<file path="src/rtl/sq_pkg.sv">
// ---------------------------------------------------------------------------
// sq_pkg : shared widths, state encoding and word types for column resolution
// Revision: 1.0
// ---------------------------------------------------------------------------
`default_nettype none

package sq_pkg;

  localparam int COL_BITS   = 23;
  localparam int DIGIT_BITS = 16;
  localparam int CARRY_BITS = 9;

  typedef enum logic [0:0] {
    RUN   = 1'b0,
    FLUSH = 1'b1
  } state_e;

  typedef logic [COL_BITS-1:0]   col_word_t;
  typedef logic [DIGIT_BITS-1:0] digit_t;

endpackage

`default_nettype wire

</file>
<file path="src/rtl/column_carry_resolve_col_sum3.sv">
// ---------------------------------------------------------------------------
// col_sum3 : combinational a + b + cin, two bits wider than the operands
// Revision: 1.0
// ---------------------------------------------------------------------------
`default_nettype none

module col_sum3 #(
  parameter int W  = 23,
  parameter int CW = 9
) (
  input  logic [W-1:0]  a_i,
  input  logic [W-1:0]  b_i,
  input  logic [CW-1:0] cin_i,
  output logic [W+1:0]  sum_o
);

  // Everything is widened before adding so no carry out is lost.
  assign sum_o = (W+2)'(a_i) + (W+2)'(b_i) + (W+2)'(cin_i);

endmodule

`default_nettype wire

</file>
<file path="src/rtl/column_carry_resolve.sv">
// ---------------------------------------------------------------------------
// column_carry_resolve : folds carry-save column pairs into 16-bit digits,
// chaining the carry across columns and flushing it as a final digit.
// Revision: 1.0
// ---------------------------------------------------------------------------
`default_nettype none

module column_carry_resolve
  import sq_pkg::*;
(
  input  logic            clk_sq,
  input  logic            reset_sq,
  input  logic            col_valid,
  output logic            col_ready,
  input  col_word_t       col_c,
  input  col_word_t       col_s,
  input  logic            col_first,
  input  logic            col_last,
  output logic            dig_valid,
  input  logic            dig_ready,
  output digit_t          dig_data,
  output logic            dig_last,
  output logic [7:0]      dig_index,
  output logic            proto_err
);

  state_e                  state_q;
  logic [CARRY_BITS-1:0]   carry_q;
  logic                    open_q;
  logic                    proto_err_q;
  logic                    dig_valid_q;
  digit_t                  dig_data_q;
  logic                    dig_last_q;
  logic [7:0]              dig_index_q;

  logic [CARRY_BITS-1:0]   cin;
  logic [COL_BITS+1:0]     sum;
  logic                    out_free;
  logic                    accept;
  logic                    seq_err;
  digit_t                  digit_d;
  logic [CARRY_BITS-1:0]   carry_d;
  logic [7:0]              index_d;

  assign cin = col_first ? '0 : carry_q;

  col_sum3 #(
    .W  (COL_BITS),
    .CW (CARRY_BITS)
  ) u_sum (
    .a_i   (col_c),
    .b_i   (col_s),
    .cin_i (cin),
    .sum_o (sum)
  );

  assign out_free  = !dig_valid_q || dig_ready;
  assign col_ready = (state_q == RUN) && out_free;
  assign accept    = col_valid && col_ready;

  // A first column must start a fresh operand; any other column must continue one.
  assign seq_err = col_first ? open_q : !open_q;

  assign digit_d = sum[DIGIT_BITS-1:0];
  assign carry_d = sum[DIGIT_BITS +: CARRY_BITS];
  assign index_d = col_first ? 8'd0 : dig_index_q + 8'd1;

  always_ff @(posedge clk_sq) begin
    if (!reset_sq) begin
      state_q     <= RUN;
      carry_q     <= '0;
      open_q      <= 1'b0;
      proto_err_q <= 1'b0;
      dig_valid_q <= 1'b0;
      dig_data_q  <= '0;
      dig_last_q  <= 1'b0;
      dig_index_q <= 8'd0;
    end else begin
      if (dig_valid_q && dig_ready) begin
        dig_valid_q <= 1'b0;
      end
      case (state_q)
        RUN: begin
          if (accept) begin
            dig_valid_q <= 1'b1;
            dig_data_q  <= digit_d;
            dig_last_q  <= 1'b0;
            dig_index_q <= index_d;
            carry_q     <= carry_d;
            if (seq_err) begin
              proto_err_q <= 1'b1;
            end
            if (col_last) begin
              state_q <= FLUSH;
              open_q  <= 1'b0;
            end else begin
              open_q  <= 1'b1;
            end
          end
        end
        FLUSH: begin
          if (out_free) begin
            dig_valid_q <= 1'b1;
            dig_data_q  <= DIGIT_BITS'(carry_q);
            dig_last_q  <= 1'b1;
            dig_index_q <= dig_index_q + 8'd1;
            carry_q     <= '0;
            state_q     <= RUN;
          end
        end
        default: state_q <= RUN;
      endcase
    end
  end

  assign dig_valid = dig_valid_q;
  assign dig_data  = dig_data_q;
  assign dig_last  = dig_last_q;
  assign dig_index = dig_index_q;
  assign proto_err = proto_err_q;

endmodule

`default_nettype wire
</file>
<file path="config.mk">
export PLATFORM = sky130hd
export DESIGN_NAME = column_carry_resolve
export DESIGN_NICKNAME = d
export VERILOG_FILES = /design/src/rtl/sq_pkg.sv /design/src/rtl/column_carry_resolve_col_sum3.sv /design/src/rtl/column_carry_resolve.sv
export SDC_FILE = /design/constraint.sdc
export NUM_CORES = 1
export LEC_CHECK = 0
export BUFFER_PORTS_ARGS = -buffer_cell sky130_fd_sc_hd__buf_2
export CAP_MARGIN = 0
export CORE_ASPECT_RATIO = 0.7
export CORE_UTILIZATION = 50
export CTS_CLUSTER_DIAMETER = 100
export DETAILED_ROUTE_END_ITERATION = 8
export HOLD_SLACK_MARGIN = 0.02
export PLACE_DENSITY = 0.75
export SLEW_MARGIN = 25
export SYNTH_ARGS = -nofsm -noshare
export SYNTH_HDL_FRONTEND = slang
export SYNTH_SLANG_ARGS = --single-unit
</file>
<file path="constraint.sdc">
create_clock -name clk_sq -period 9.35 [get_ports clk_sq]
set_input_delay 1.87 -clock clk_sq [delete_from_list [all_inputs] [get_ports clk_sq]]
set_output_delay 1.87 -clock clk_sq [all_outputs]
set_load 0.01 [all_outputs]
</file>
==> impl_metrics.json <==
{
  "grt_pass1_wl_microns": 14100,
  "crit_buf_inv": 1,
  "avgSynthCellArea_sq_um": 7.85,
  "multi_input_area_sq_um": 2710,
  "synth.most_common_cell": "nand2_1",
  "gp_congestion": 0.890,
  "switching_share": 0.363,
  "drc": 0,
  "grt_max_degree": 28,
  "status": "finished, final reports clean",
  "track_usage": 0.236,
  "setup_ws_ns": 4.41,
  "synth_compound_area_frac": 0.265,
  "cts_max_path_buffers": 2,
  "min_period_over_period": 0.529,
  "post_drt_wl_per_cell_microns": 13.9,
  "synth_edf_count": 0,
  "crit_type": "input port to flip-flop",
  "cts_tree": "built",
  "core_sq_um": 6820,
  "slowest_delay_ns": 0.53,
  "hold_viol": 0,
  "yosys-top-cells-count": "nand2_1 (48), dfxtp_1 (38), a21oi_1 (36)",
  "cpLargestDelayFamily": "compound AO/OA/AOI/OAI gates",
  "synth_xor_area_frac": 0.0957,
  "firstDrtPassIters": 5,
  "ant_nets": 0,
  "clock-root-buffer": "clkbuf_8",
  "final_nets": 611,
  "post_cts_buffers": 0,
  "ios": 80,
  "vias": 3522,
  "synth_top_family_by_area": "compound AO/OA/AOI/OAI gates",
  "clock.fmax_mhz": 202,
  "end_kind": "flip-flop",
  "p_int_mw": 0.354,
  "crit_path_start_kind": "input port",
  "hpwl_microns": 6910,
  "cp_max_fo": 5,
  "yosys-top-cells-area": "dfxtp_1 (21%), ha_1 (12%), xnor2_1 (5.4%), a21oi_1 (5.0%), nand2_1 (5.0%)",
  "diodes": 0,
  "pwr-share-seq": 0.335,
  "async_flop_share": 0,
  "chipWidth_microns": 103,
  "final_util": 0.605,
  "yosysWarnings": 0,
  "period_minus_slack_ns": 4.94,
  "initialDrtViolationCount": 237,
  "p_leak_nw": 1.84,
  "cts_hold_buf": 0,
  "die_y_microns": 72.7,
  "path_cells": "buf_2 -> ha_1 -> fa_1 -> a21o_1 -> a21oi_1 -> xnor2_1 -> ha_1 -> nand3_1 -> o211ai_1 -> o41ai_1 -> o21a_1 -> nor3_1 -> and2_1 -> and3_1 -> o31ai_2",
  "synthAdderAreaFrac": 0.127,
  "ys_ff_latch": 38,
  "drt-total-wl_microns": 8620,
  "rsz0062_at_grt": "false",
  "synthMuxAreaShare": 0.00876,
  "start_util": 0.523,
  "insertion_delay_ns": 0.29,
  "crit_arrival_ns": 5.16,
  "critPathSlowestCell": "o41ai_1",
  "final_max_slew_viol_count": 0,
  "p_per_area_nw_per_um2": 135,
  "netlist_area_sq_um": 3570,
  "cp.required_ns": 9.57,
  "setup_viol": 0,
  "synth_top_area_share": 0.213,
  "io_buffer_count": 79,
  "grt_pass1_vias": 3062,
  "area_growth_pct": 15.6,
  "cts_sinks": 38,
  "synth_top_cell_by_area": "dfxtp_1",
  "setup-tns-final_ns": 0,
  "die_area_sq_um": 7490,
  "seqCellArea_sq_um": 761,
  "cts_inserted_buffers": 5,
  "num_rows": 25,
  "antenna_found_initial": 0,
  "combPwrFrac": 0.418,
  "clkTransAtPathRegs_ns": 0.08,
  "via_per_inst": 5.69,
  "worst_pin_slew_ns": 0.780,
  "power.share.clock": 0.247,
  "drv_cap": 0,
  "cp_common_cell": "ha_1",
  "postCtsResizedCells": 0,
  "ys_seq_area_frac": 0.213,
  "syn_nets": 542,
  "grt_overflow": 0,
  "synth-simple-area-share": 0.263,
  "relSlewSlack": 0.480,
  "netlist_instances": 455,
  "htree_levels": 2,
  "synth_ff_type": "dfxtp_1",
  "max-vdd-ir-drop_v": 0.0000849,
  "final.fill_count": 669,
  "p_switching_mw": 0.202,
  "detailedPlace.worstSlack_ns": 4.13,
  "hp-class": "flip-flop to flip-flop",
  "fin_skew_ns": 0.00511,
  "ys_types": 69,
  "drive_gt1_frac": 0.198
}
-- per-stage QoR --
stage | instance area, sq um | hold WS [ns] | cells | power [mW]
2_1_floorplan | 3570 | 0.431 | 455 | 0.360
6_report | 4130 | 0.479 | 619 | 0.555
5_1_grt | 4130 | 0.501 | 619 | 0.594
3_5_place_dp | 4020 | 0.460 | 611 | 0.419
3_3_place_gp | 4020 | 0.454 | 611 | 0.413
4_1_cts | 4130 | 0.482 | 619 | 0.556
-- layout make-up --
cell class                 instances  area share
clock buffer                       5      0.0167
clock inverter                     3     0.00971
inverter                           5     0.00455
multi-input combinational        393       0.657
sequential                        38       0.184
tap                               94      0.0285
timing repair buffer              81      0.0995
-- tightest hold or removal path, stage by stage, from the launching register on --
cell      delay, ns
dfxtp_1        0.32
nand2_1        0.05
a21boi_0       0.06
-- final timing paths --
kind,slack (ns),cells past startpoint,from,end
setup / recovery,4.41,15,col_c[0],carry_q[7]
hold / removal,0.48,2,dig_data[2],dig_data[2]
setup reg to reg,6.36,12,carry_q[0],dig_data[12]
hold reg to reg,0.48,2,dig_data[2],dig_data[2]
-- per-layer routing --
metal	share of wire	GRT usage	routed length, microns
met1	0.52	0.348	4510
met2	0.43	0.370	3680
met3	0.049	0.0479	422
met4	0.0016	0.0141	14
met5	0	0	0
-- logic make-up after synthesis --
kind of cell / count (synthesis)
DFF: 38
buffers and inverters: 24
muxes: 3
xor gates and xnor gates: 39
and+or+nand+nor: 179
adders and majority gates: 35
AOI/OAI and AO/OA: 137
-- placed cells by master, fill, tap and decap left out, types with 5 or more instances in the layout --
cell type  count
nand2_1       48
nor2_1        34
nand2b_1       7
a22oi_1        8
o21ai_1        8
nand3_1       20
ha_1          33
dfxtp_1       38
inv_1          5
o21ai_0       22
nor2b_1       22
a21oi_1       36
and3_1         8
a21o_1         6
and2_1         5
a211oi_1       6
xnor2_1       22
buf_2         79
xor2_1        17
a21boi_0       5
o211ai_1       6
o211a_1        8
nor3_1         8
clkbuf_8       5
-- registers in the layout, summed over array words and instances, names as in the netlist --
| signal | flops |
|---|---|
| dig_last | 1 |
| dig_data | 16 |
| open_q | 1 |
| state_q | 1 |
| dig_index | 8 |
| dig_valid | 1 |
| carry_q | 9 |
| proto_err | 1 |
-- power groups by stage --
stage / Sequential [mW] / Clock (mW) / Combinational (mW)
floorplan: 0.191 / 0 / 0.170
global placement: 0.189 / 0 / 0.225
detailed placement: 0.189 / 0 / 0.230
CTS: 0.186 / 0.138 / 0.231
global route: 0.188 / 0.148 / 0.259
finish: 0.186 / 0.137 / 0.232
No activity file was read; power rests on OpenSTA's default activity.
